<file path="src/rtl/rvfi_trace_gen.sv">
// rvfi_trace_gen: retirement-side RVFI packet producer (holds one record, waits for mem response, emits one-cycle packet)
// Ports: g_clk/g_reset (sync, active-high); rt_* retirement record in with rt_valid/rt_ready handshake;
// mem_rsp_* load/store response; rvfi_* one-cycle trace packet qualified by rvfi_valid.
module rvfi_trace_gen #(
  parameter int XLEN    = 32,
  parameter int ORDER_W = 64
) (
  input  logic               g_clk,
  input  logic               g_reset,
  input  logic               rt_valid,
  output logic               rt_ready,
  input  logic [31:0]        rt_insn,
  input  logic [31:0]        rt_pc,
  input  logic [31:0]        rt_npc,
  input  logic               rt_trap,
  input  logic [4:0]         rt_rs1_addr,
  input  logic [4:0]         rt_rs2_addr,
  input  logic [4:0]         rt_rs3_addr,
  input  logic [XLEN-1:0]    rt_rs1_rdata,
  input  logic [XLEN-1:0]    rt_rs2_rdata,
  input  logic [XLEN-1:0]    rt_rs3_rdata,
  input  logic [4:0]         rt_rd_addr,
  input  logic [XLEN-1:0]    rt_rd_wdata,
  input  logic               rt_rd_wide,
  input  logic [XLEN-1:0]    rt_rd_wdatahi,
  input  logic               rt_mem_pend,
  input  logic [XLEN-1:0]    rt_mem_addr,
  input  logic [3:0]         rt_mem_rmask,
  input  logic [3:0]         rt_mem_wmask,
  input  logic [XLEN-1:0]    rt_mem_wdata,
  input  logic               mem_rsp_valid,
  input  logic [XLEN-1:0]    mem_rsp_rdata,
  input  logic               mem_rsp_error,
  output logic               rvfi_valid,
  output logic [ORDER_W-1:0] rvfi_order,
  output logic [31:0]        rvfi_insn,
  output logic [31:0]        rvfi_pc_rdata,
  output logic [31:0]        rvfi_pc_wdata,
  output logic               rvfi_trap,
  output logic               rvfi_intr,
  output logic               rvfi_halt,
  output logic [4:0]         rvfi_rs1_addr,
  output logic [4:0]         rvfi_rs2_addr,
  output logic [4:0]         rvfi_rs3_addr,
  output logic [XLEN-1:0]    rvfi_rs1_rdata,
  output logic [XLEN-1:0]    rvfi_rs2_rdata,
  output logic [XLEN-1:0]    rvfi_rs3_rdata,
  output logic [4:0]         rvfi_rd_addr,
  output logic [XLEN-1:0]    rvfi_rd_wdata,
  output logic [XLEN-1:0]    rvfi_rd_wdatahi,
  output logic               rvfi_rd_wide,
  output logic [XLEN-1:0]    rvfi_mem_addr,
  output logic [3:0]         rvfi_mem_rmask,
  output logic [3:0]         rvfi_mem_wmask,
  output logic [XLEN-1:0]    rvfi_mem_rdata,
  output logic [XLEN-1:0]    rvfi_mem_wdata
);
  typedef enum logic [1:0] {IDLE, WAIT_MEM, EMIT} state_t;
  typedef struct packed {
    logic [31:0]     insn;
    logic [31:0]     pc;
    logic [31:0]     npc;
    logic            trap;
    logic [4:0]      rs1_addr;
    logic [4:0]      rs2_addr;
    logic [4:0]      rs3_addr;
    logic [XLEN-1:0] rs1_rdata;
    logic [XLEN-1:0] rs2_rdata;
    logic [XLEN-1:0] rs3_rdata;
    logic [4:0]      rd_addr;
    logic [XLEN-1:0] rd_wdata;
    logic            rd_wide;
    logic [XLEN-1:0] rd_wdatahi;
    logic [XLEN-1:0] mem_addr;
    logic [3:0]      rmask;
    logic [3:0]      wmask;
    logic [XLEN-1:0] mem_rdata;
    logic [XLEN-1:0] mem_wdata;
  } rec_t;
  state_t             state, state_n;
  rec_t               h;
  logic [ORDER_W-1:0] order;
  logic               intr;
  logic               accept;
  always_comb begin
    rt_ready = !g_reset && state != WAIT_MEM;
    accept   = rt_valid && rt_ready;
    state_n  = state == WAIT_MEM ? (mem_rsp_valid ? EMIT : WAIT_MEM)
             : accept            ? (rt_mem_pend ? WAIT_MEM : EMIT)
             :                     IDLE;
  end
  always_ff @(posedge g_clk) begin
    if (g_reset) begin
      state <= IDLE;
      h     <= '0;
      order <= '0;
      intr  <= 1'b0;
    end else begin
      state <= state_n;
      if (accept) begin
        h.insn       <= rt_insn;
        h.pc         <= rt_pc;
        h.npc        <= rt_npc;
        h.trap       <= rt_trap;
        h.rs1_addr   <= rt_rs1_addr;
        h.rs2_addr   <= rt_rs2_addr;
        h.rs3_addr   <= rt_rs3_addr;
        h.rs1_rdata  <= rt_rs1_rdata;
        h.rs2_rdata  <= rt_rs2_rdata;
        h.rs3_rdata  <= rt_rs3_rdata;
        h.rd_addr    <= rt_rd_addr;
        h.rd_wdata   <= rt_rd_wdata;
        h.rd_wide    <= rt_rd_wide;
        h.rd_wdatahi <= rt_rd_wdatahi;
        h.mem_addr   <= rt_mem_addr;
        h.rmask      <= rt_mem_rmask;
        h.wmask      <= rt_mem_wmask;
        h.mem_rdata  <= '0;
        h.mem_wdata  <= rt_mem_wdata;
      end else if (state == WAIT_MEM && mem_rsp_valid) begin
        h.mem_rdata <= mem_rsp_rdata;
        // A faulting access retires as a trap with no architectural effects
        if (mem_rsp_error) begin
          h.trap    <= 1'b1;
          h.rd_addr <= '0;
          h.rd_wide <= 1'b0;
          h.rmask   <= '0;
          h.wmask   <= '0;
        end
      end
      // Trap in this packet flags the following packet; otherwise the flag is consumed
      if (state == EMIT) begin
        order <= order + ORDER_W'(1);
        intr  <= h.trap;
      end
    end
  end
  assign rvfi_valid      = state == EMIT && !g_reset;
  assign rvfi_order      = order;
  assign rvfi_insn       = h.insn;
  assign rvfi_pc_rdata   = h.pc;
  assign rvfi_pc_wdata   = h.npc;
  assign rvfi_trap       = h.trap;
  assign rvfi_intr       = intr;
  assign rvfi_halt       = 1'b0;
  assign rvfi_rs1_addr   = h.rs1_addr;
  assign rvfi_rs2_addr   = h.rs2_addr;
  assign rvfi_rs3_addr   = h.rs3_addr;
  assign rvfi_rs1_rdata  = h.rs1_rdata;
  assign rvfi_rs2_rdata  = h.rs2_rdata;
  assign rvfi_rs3_rdata  = h.rs3_rdata;
  assign rvfi_rd_addr    = h.rd_addr;
  assign rvfi_rd_wdata   = h.rd_addr == '0 ? '0 : h.rd_wdata;
  assign rvfi_rd_wide    = h.rd_wide;
  assign rvfi_rd_wdatahi = h.rd_wide ? h.rd_wdatahi : '0;
  assign rvfi_mem_addr   = h.mem_addr;
  assign rvfi_mem_rmask  = h.rmask;
  assign rvfi_mem_wmask  = h.wmask;
  assign rvfi_mem_rdata  = h.rmask == '0 ? '0 : h.mem_rdata;
  assign rvfi_mem_wdata  = h.wmask == '0 ? '0 : h.mem_wdata;
endmodule

</file>
<file path="config.mk">
export PLATFORM = sky130hd
export DESIGN_NAME = rvfi_trace_gen
export DESIGN_NICKNAME = d
export VERILOG_FILES = /design/src/rtl/rvfi_trace_gen.sv
export SDC_FILE = /design/constraint.sdc
export NUM_CORES = 1
export LEC_CHECK = 0
export BUFFER_PORTS_ARGS = -buffer_cell sky130_fd_sc_hd__buf_4
export CAP_MARGIN = 20
export CORE_AREA = 2 2 330 332
export DETAILED_ROUTE_END_ITERATION = 8
export DIE_AREA = 0 0 332 334
export GPL_ROUTABILITY_DRIVEN = 0
export HOLD_SLACK_MARGIN = 0.15
export SLEW_MARGIN = 10
export SYNTH_ARGS = -nofsm -noshare
export SYNTH_HDL_FRONTEND = slang
export SYNTH_SLANG_ARGS = --single-unit
export TNS_END_PERCENT = 30
</file>
<file path="constraint.sdc">
create_clock -name g_clk -period 2.12 [get_ports g_clk]
set_input_delay 0.318 -clock g_clk [delete_from_list [all_inputs] [get_ports g_clk]]
set_output_delay 0.318 -clock g_clk [all_outputs]
set_load 0.1 [all_outputs]
</file>
Yosys cells after proc, flatten, opt, wreduce, memory -nomap -nowiden
Index checks and enable logic that the tools add are counted.
W data, S select, Z words.
{ "classes": {"add_sub_neg": 1, "eq_ne": 3, "muxes": 20, "reduce_logical": 12} }
{ "ops": {"columns": ["cell", "count"], "rows": [
  ["$mux W32", 4],
  ["$mux W40", 2],
  ["$add A64 B1 Y64 const B", 1],
  ["$mux W5", 3],
  ["$logic_not A4 Y1", 2],
  ["$mux W2", 4],
  ["$mux W8", 1],
  ["$mux W1", 6],
  ["$logic_not A5 Y1", 1],
  ["$logic_and A1 B1 Y1", 4],
  ["$reduce_bool A2 Y1", 2],
  ["$eq A2 B1 Y1 const B", 1],
  ["$eq A2 B2 Y1 const B", 1],
  ["$ne A2 B1 Y1 const B", 1],
  ["$reduce_and A2 Y1", 1],
  ["$reduce_or A2 Y1", 1],
  ["$logic_not A1 Y1", 1]
]} }
{ "totals": {"ff_bits": 449, "output_inout_bits": 450, "word_cells": 58} }

Longest topological paths before layout
Gate-level depths: netlist of the first run.
{ "logic_depth": {"depth_word": 5, "depth_mapped": 7, "mapped_depth_nobuf": 6} }

Least setup slack after synthesis of the first run
No wires, ideal clock.
{ "synth_timing": {"kind": "register to register", "from": "reg order[13] (netlist: rvfi_order[13])", "to": "reg order[20] (netlist: rvfi_order[20])", "arrival_ns": 2.725, "required_ns": 2.050, "path_slack_ns": -0.675, "stages_incl_launch_ff": 6, "n_path_buf": 1, "period_less_slack_ns": 2.795, "cell_sequence": "dfxtp_1 nand4_1 or4_4 buf_6 or3_2 a21oi_1"} }
{ "synth_via": {"elab_chain_cells": 1} }
{ "synth_lines": {"columns": ["item", "line_no", "text"], "rows": [
  ["from (decl)", "82", "logic [ORDER_W-1:0] order;"],
  ["from (signal assigned)", "133", "order <= order + ORDER_W'(1);"],
  ["$add A64 B1 Y64", "133", null]
]} }
Every way passes these cells.
A chain may end at the register's enable or synchronous reset.

Worst setup path in the final report of the first run
{ "layout_timing": {"from": "reg h, in the netlist rvfi_rd_addr[0]", "to": "out rvfi_rd_wdata[26]"} }
{ "layout_via": {"elab_chain_cells": 2} }
{ "layout_lines": {"columns": ["item", "line_no", "text"], "rows": [
  ["from (decl)", "81", "rec_t h;"],
  ["$logic_not A5 Y1", "153", "assign rvfi_rd_wdata = h.rd_addr == '0 ? '0 : h.rd_wdata;"],
  ["$mux W32", "153", null],
  ["to (decl)", "49", "output logic [XLEN-1:0] rvfi_rd_wdata,"]
]} }
Every way passes these cells.

==> metrics.yaml, run 1 <==
io_buffers: 836
clk_pin_slew_ns: 0.06
grt_pass1_wl_mm: 119
hp-class: "in2reg"
critPathCaptureType: "output port"
synth_area_mm2: 0.0198
cts_tree: "done"
finalCritPeriodShare_pct: 118
hold_violations: 0
route.detailed.drc: 0
post-route-util_pct: 31.8
status: "finished with violations"
drv_slew: 0
finClkSkew_ns: 0.0283
syn_nets: 2818
cts_buffer_depth: 3
antenna_found_initial: 5
numCtsBuffers: 55
dieWidth_um: 332
worst_slack_ns: -0.391
rsz0062_at_grt: "true"
max-vdd-ir-drop_mv: 0.641
core_area_mm2: 0.108
fmax_mhz: 398
grt_usage_pct: 13.6
final_common_cell: "buf_4"
tightest_slew_ns: 0.846
finalPower_mw: 26.1
grt_max_degree: 114
fillers: 10800
first_global_vias: 19900
setup_viol: 97
insertion_delay_ns: 0.63
dr.pass1.iters: 5
clockRootBuffer: "clkbuf_16"
cp.arrival_ns: 2.19
start_kind: "flip-flop"
htree_levels: 2
drive_gt1_share_pct: 34.9
leakage_nw: 13.7
maxCapViolCount: 0
rrSetupSlack_ns: -0.03
crit_fanout: 16
row_count: 121
syn_inst: 2429
area_growth_pct: 73.2
dp_hpwl_mm: 53.4
drt-initial-drc-count: 1040
vias: 19800
nets: 3790
io_pins: 838
wl_per_cell_um: 16.5
synth_area_per_cell_um2: 8.14
crit_type: "reg2out"
synth_seq_cells: 449
cts_sinks: 449
max_slew_margin_pct: 43.5
die_y_um: 334
violations: "setup timing"
wl_mm: 80.1
die-area_mm2: 0.111
synth_seq_area_share_pct: 45.5
required_ns: 1.80
initial_utilization_pct: 18.3
powerDensity_mw_per_mm2: 762
ant_nets: 0
ys_types: 42
period_minus_slack_ns: 2.51
yosys_warnings: 0
layout_common_cells: "buf_4 (788), nand2_1 (432), dlygate4sd3_1 (386)"
grt-ovfl-total: 0
vias_per_cell: 4.07
## cells by family (layout without fill, tap and decap cells)
group / count (synthesis) / in the layout / synth area share (%)
buffers and inverters: 409 / 1428 / 12.7
multiplexers: 1 / 1 / 0.0570
AO/OA/AOI/OAI: 443 / 443 / 11.5
adder cells (fa/ha/maj): 1 / 1 / 0.0633
flip-flops: 449 / 449 / 45.5
other: 1 / 3 / 0.0190
XOR/XNOR: 34 / 34 / 1.51
AND/OR/NAND/NOR: 1091 / 1091 / 28.7
## cell type report
class | count | area (um2) | area share [%]
multi-input combinational | 1571 | 8970 | 26.2
antenna | 2 | 5.00 | 0.0146
clock buffer | 77 | 1570 | 4.58
inverter | 5 | 18.8 | 0.0548
sequential | 449 | 9200 | 26.9
tap | 1414 | 1770 | 5.17
clock inverter | 27 | 317 | 0.925
timing repair buffer | 1319 | 12400 | 36.2
## power by group
part | total, mW | internal (mW) | leakage, nW | switching (mW)
Sequential | 9.21 | 8.90 | 3.74 | 0.309
Clock | 9.82 | 5.71 | 0.912 | 4.11
Combinational | 7.05 | 2.33 | 9.02 | 4.72
## flip-flops by register name (all words and copies together) (netlist names), 32 cells and up
signal          cells
rvfi_order         64
rvfi_rs1_rdata     32
rvfi_rs3_rdata     32
rvfi_pc_wdata      32
h                 128
rvfi_mem_addr      32
rvfi_insn          32
rvfi_pc_rdata      32
rvfi_rs2_rdata     32
## layer usage
layer | track usage [%] | part of all wire [%] | routed length, um
met5 | 0 | 0 | 0
met1 | 15.5 | 40 | 31800
met4 | 5.26 | 3.6 | 2880
met2 | 24.4 | 50 | 40400
met3 | 3.31 | 6.2 | 4950
## through the flow
step | hold WS, ns | setup slack, ns | setup TNS (ns) | cells | instance area [um2]
after global placement | 0.437 | -0.177 | -25.57 | 4351 | 26400
after CTS | 0.164 | -0.460 | -26.93 | 4862 | 34100
after floorplan | 0.427 | -0.233 | -24.33 | 2429 | 20000
after global routing | 0.200 | -0.471 | -32.95 | 4864 | 34200
after detailed placement | 0.442 | -0.249 | -37.59 | 4351 | 26400
final | 0.229 | -0.391 | -21.44 | 4864 | 34200
## path summary, 6_finish.rpt
path / from / cells past startpoint / to
max: rvfi_rd_addr[0] / 6 / rvfi_rd_wdata[26]
min: g_reset / 5 / rvfi_pc_wdata[20]
max reg2reg: rvfi_order[15] / 6 / rvfi_order[60]
min reg2reg: h[35] / 2 / h[35]
## timing repair
action / 4_1_cts / 5_1_grt
pin swaps: 6 / 2
resized for setup: 423 / 38
endpoints found under the setup margin: 410 / 127
setup buffers: 13 / 1
hold buffers: 386 / 0
cloned: 8 / 0
endpoints found under the hold margin: 384 / 0
## cell usage after synthesis
cell	number	area (um2)
dfxtp_1	449	8990
nand2_1	432	1620
o21ai_0	354	1770
nand2b_1	337	2110
buf_4	253	1900
clkbuf_1	141	529
nor2b_1	102	638
a21oi_1	65	325
nor2_1	57	214
and2_1	36	225
xnor2_1	26	228
nand4_1	23	144
or3_1	19	119
nand3_1	18	90.1
a22oi_1	14	105
or4_1	14	105
nor3_1	13	65.1
o31ai_1	10	75.1
nor4_1	8	50.1
xor2_1	8	70.1
buf_1	6	22.5
and3_1	5	31.3
inv_1	5	18.8
and3_2	4	30.0
and4_1	4	35.0
nor4_2	3	37.5
or2_2	3	18.8
buf_6	2	22.5
nand4_2	2	25.0
nand4b_1	2	17.5
or3_2	2	15.0
or4_4	2	22.5
and4_2	1	10.0
and4b_1	1	10.0
buf_2	1	5.00
clkbuf_8	1	13.8
conb_1	1	3.75
ha_1	1	12.5
mux2_2	1	11.3
nand3b_1	1	7.51
nor3b_1	1	7.51
nor4_4	1	21.3
## worst max-delay path, cell delays in order, from the launching register on
cell,delay [ns]
dfxtp_2,0.32
or4_4,0.54
nor2_4,0.11
buf_4,0.13
buf_12,0.15
nor2b_1,0.09
buf_6,0.19
Power figures use the tool's default switching activity.
==> inputs of run 2 (changes only) <==
- GPL_TIMING_DRIVEN: default -> 0
==> metrics.yaml, run 2 (same netlist as run 1, synthesis figures left out) <==
grt_max_degree: 15
start_kind: "flip-flop"
top_register: "h"
max-vdd-ir-drop_mv: 0.547
status: "finished with violations"
pre_cts_ws_ns: -2.43
rsz0062_at_grt: "true"
cp.arrival_ns: 2.26
cp_num_buf_inv: 3
route.detailed.drc: 0
antenna_found_initial: 6
layout_common_cells: "buf_4 (995), nand2_1 (432), dlygate4sd3_1 (387)"
stdcell_count: 5222
setup_viol: 96
clk_pin_slew_ns: 0.06
fillers: 10700
finalCritPeriodShare_pct: 121
maxCapViolCount: 0
numCtsBuffers: 55
io_buffers: 835
die-area_mm2: 0.111
powerDensity_mw_per_mm2: 726
insertion_delay_ns: 0.63
crit_type: "reg2out"
rrSetupSlack_ns: 0
fin_tns_setup_ns: -29.01
dieWidth_um: 332
drv_slew: 0
leakage_nw: 15.4
initial_utilization_pct: 18.3
max_slew_margin_pct: 30.6
nets: 4147
largest_register_ffs: 128
finClkSkew_ns: 0.0204
row_count: 121
drive_gt1_share_pct: 41.0
grt_pass1_wl_mm: 135
final_common_cell: "buf_4"
cts_buffer_depth: 3
dp_hpwl_mm: 68.9
fmax_mhz: 388
slowest_stage: "or4_4"
crit_fanout: 5
wl_per_cell_um: 18.3
clockRootBuffer: "clkbuf_16"
max_stage_delay_ns: 0.59
tightest_slew_ns: 1.04
io_pins: 838
crit_path_frequent_cell: "buf_12"
grt_usage_pct: 15.8
htree_levels: 2
grt-ovfl-total: 0
first_global_vias: 21500
vias_per_cell: 4.19
cts_tree: "done"
worst_slack_ns: -0.454
required_ns: 1.80
area_growth_pct: 87.0
violations: "setup timing"
vias: 21900
critPathCaptureType: "output port"
drt-initial-drc-count: 1217
hp-class: "in2reg"
wl_mm: 95.5
dr.pass1.iters: 5
path_cells: "or4_4, nor2_4, buf_12, clkbuf_16, nor2b_2, buf_12"
die_y_um: 334
core_area_mm2: 0.108
ant_nets: 0
cts_sinks: 449
period_minus_slack_ns: 2.57
crit_family: "simple AND/OR/NAND/NOR gates"
hold_violations: 0
dpl.cell_count: 4682
run 2: path summary, 6_finish.rpt:
check,cells past startpoint,endpoint,start
max,6,rvfi_rd_wdata[7],rvfi_rd_addr[1]
min,4,rvfi_pc_wdata[18],rt_npc[18]
max reg2reg,7,rvfi_order[44],rvfi_order[13]
min reg2reg,2,rvfi_intr,rvfi_intr
run 2: worst reg2reg max path: cells and delay by family, from the launching register on:
| family | cells | cell delay, ns |
|---|---|---|
| buffers and inverters | 2 | 0.36 |
| AO/OA/AOI/OAI | 1 | 0.12 |
| AND/OR/NAND/NOR | 4 | 1.22 |
| flip-flops | 1 | 0.35 |
run 2: area by class of cell:
class	instances	area, um2	share of cell area (%)
buffer	402	2860	7.72
clock inverter	23	225	0.609
antenna	6	15.0	0.0406
sequential	449	9200	24.9
clock buffer	78	1670	4.51
timing repair buffer	1274	12100	32.6
inverter	5	18.8	0.0508
tap	1414	1770	4.79
multi-input combinational	1571	9150	24.7
run 2: metrics by stage:
stage          hold WS, ns  area, um2  power (mW)  utilization [%]
2_1_floorplan        0.427      20000        13.8                -
3_5_place_dp         0.442      28100        15.8             26.1
3_3_place_gp         0.438      28100        15.7             26.0
4_1_cts              0.360      35200        26.6             32.6
6_report             0.433      37000        26.9             34.3
5_1_grt              0.383      37000        27.8             34.3
run 2: repair_timing:
item | 4_1_cts | 5_1_grt
endpoints found under the hold margin | 384 | 0
resized for setup | 356 | 386
pin swaps | 12 | 30
setup buffers | 7 | 30
cloned | 3 | 8
endpoints found under the setup margin | 546 | 424
hold buffers | 387 | 0
run 2: power by group:
group          switching (mW)  total, mW  internal [mW]
Combinational            5.01       7.78           2.77
Sequential              0.313       9.21           8.90
Clock                    4.02       9.86           5.84
run 2: layer usage:
metal	routed length [um]	GRT usage (%)
met4	4680	7.03
met2	45200	26.7
met3	7200	4.11
met1	38400	18.9
met5	0	0
==> inputs of run 3 (changes only) <==
- ABC_AREA: default -> 1
- CORE_AREA: 2 2 330 332 -> 2 2 329 331
- DIE_AREA: 0 0 332 334 -> 0 0 331 333
- clock period: 2.12 -> 2.83 ns (I/O delays scaled with it)
==> metrics.yaml, run 3 <==
synth_fa_ha_area_share_pct: 0.0677
cts_sinks: 449
antenna_found_initial: 5
stdcell_count: 4896
leakage_nw: 15.3
final_common_cell: "buf_4"
wl_per_cell_um: 18.0
post-route-util_pct: 30.2
period_minus_slack_ns: 2.72
crit_type: "reg2out"
dr.pass1.iters: 7
wl_mm: 88.0
dieWidth_um: 331
clk_pin_slew_ns: 0.06
critPathLaunch: "rvfi_mem_rmask[3]"
grt_usage_pct: 14.9
grt-ovfl-total: 0
synth_ff_type: "dfxtp_1"
top_register: "h"
slowest_stage: "nor4_4"
muxShareOfSynthArea_pct: 0
yosys-top-cells-count: "dfxtp_1 (449), nand2_1 (352), a22o_1 (303)"
p_int_mw: 12.5
route.detailed.drc: 0
synth_seq_area_share_pct: 48.7
finClkSkew_ns: 0.0219
ys_types: 36
cp.arrival_ns: 2.29
dpl.cell_count: 4407
core_area_mm2: 0.107
rsz0062_at_grt: "false"
synth_top_family_by_area: "compound AO/OA/AOI/OAI gates"
tightest_slew_ns: 1.01
htree_levels: 2
vias: 19600
share_comb_of_total_power_pct: 27.3
io_pins: 838
syn_inst: 2167
share_seq_of_total_power_pct: 36.2
yosys.area_share.xor_xnor_pct: 0.332
power.switching_mw: 6.64
first_global_vias: 19300
row_count: 120
die-area_mm2: 0.110
synth_top_area_share_pct: 48.7
postCtsSetupBuffers: 0
layout_common_cells: "buf_4 (1,090), dfxtp_1 (443), dlygate4sd3_1 (384)"
required_ns: 2.41
setup_viol: 0
synth_area_mm2: 0.0185
synth_top_cell_by_area: "dfxtp_1"
final-seq-area_mm2: 0.00900
maxCapViolCount: 0
yosysMostFrequentCell: "dfxtp_1"
max_slew_margin_pct: 32.6
rr_startpoint: "state[1]"
timing.hold.ws_ns: 0.240
ant_nets: 0
die_y_um: 333
synth_compound_area_share_pct: 18.3
vias_per_cell: 4.00
cts_buffer_depth: 3
drv_slew: 0
critPathCaptureType: "output port"
io_buffers: 836
pwr-share-clk_pct: 36.5
syn_nets: 2556
drive_gt1_share_pct: 36.3
status: "finished, final reports clean"
finalCritPeriodShare_pct: 95.9
swShare_pct: 34.6
synth-edff-count: 0
synthSimpleGateAreaFrac_pct: 14.7
initial_utilization_pct: 17.3
max_stage_delay_ns: 0.58
start_kind: "flip-flop"
dp_hpwl_mm: 67.0
max-vdd-ir-drop_mv: 0.403
powerDensity_mw_per_mm2: 595
largest_register_ffs: 128
yosys-top-cells-area: "dfxtp_1 (49%), a22o_1 (14%), buf_4 (10%)"
grt_pass1_wl_mm: 123
area_growth_pct: 74.4
synth_area_per_cell_um2: 8.52
cts_tree: "done"
synth_seq_cells: 449
crit_fanout: 10
clockRootBuffer: "clkbuf_16"
hold_start: "rt_valid"
fmax_mhz: 368
finalPower_mw: 19.2
nets: 3832
drt-initial-drc-count: 1068
multi_input_area_mm2: 0.00619
fillers: 11000
path_cells: "nor4_4, buf_2, nor2_1, buf_4"
insertion_delay_ns: 0.63
yosys_warnings: 0
grt_max_degree: 15
postSynth.asyncResetShare_pct: 0
numCtsBuffers: 53
hp-class: "in2reg"
hold_violations: 0
-- run 3: cell count changes after synthesis, sizes merged, moves of 102 or more --
cell	delta
inv	+227
o21ai	-269
nor2	+176
a22o	+303
nand2b	-337
nor2b	-102
-- run 3: power by group through the flow --
stage                     Combinational (mW)  Sequential (mW)  Clock [mW]
after floorplan                         3.39             7.00           0
after global placement                  4.74             7.05           0
after detailed placement                4.75             7.06           0
after CTS                               5.23             6.93        7.18
after global routing                    5.43             6.98        7.39
final                                   5.25             6.94        6.99
-- run 3: final timing paths --
path	end	slack, ns	cells after the start
max	rvfi_mem_rdata[23]	0.11	4
min	state[1]	0.24	4
max reg2reg	state[0]	0.31	9
min reg2reg	h[25]	0.46	2
-- run 3: per-stage QoR --
step	cell area (um2)	setup TNS (ns)	worst slack, ns
after global routing	32200	0	0.0185
after detailed placement	26500	0	0.0175
final	32200	0	0.115
after global placement	26500	-21.92	-0.263
after CTS	32200	0	0.0197
after floorplan	18500	0	0.279
-- run 3: cell families (layout without fill, tap and decap cells) --
kind of cell | count (synthesis) | in the layout
compound gates | 442 | 442
fa+ha+maj | 1 | 1
other cells | 1 | 8
buf+inv | 595 | 1914
flops | 449 | 449
simple gates | 672 | 672
xor+xnor | 7 | 7
-- run 3: area by class of cell --
type	instances	share of cell area (%)
Buffer	362	7.67
Tap cell	1403	5.45
Multi-Input combinational cell	1123	19.2
Inverter	233	2.72
Clock buffer	77	4.83
Sequential cell	449	27.9
Clock inverter	21	0.660
Timing Repair Buffer	1221	31.5
Antenna cell	7	0.0544
-- run 3: critical path: cells and delay by family, from the launching register on --
| kind | cells | cell delay, ns |
|---|---|---|
| flops | 1 | 0.35 |
| buf+inv | 2 | 0.66 |
| simple gates | 2 | 0.66 |
-- run 3: per-layer routing --
metal | global-route usage [%] | wire (um)
met5 | 0 | 0
met4 | 5.79 | 3360
met2 | 24.2 | 39600
met3 | 4.52 | 8120
met1 | 18.4 | 36900
-- run 3: timing repair --
action	CTS	global route
resized for setup	23	7
hold endpoints to repair	384	0
pin swaps	0	0
hold buffers	384	0
setup endpoints to repair	120	4
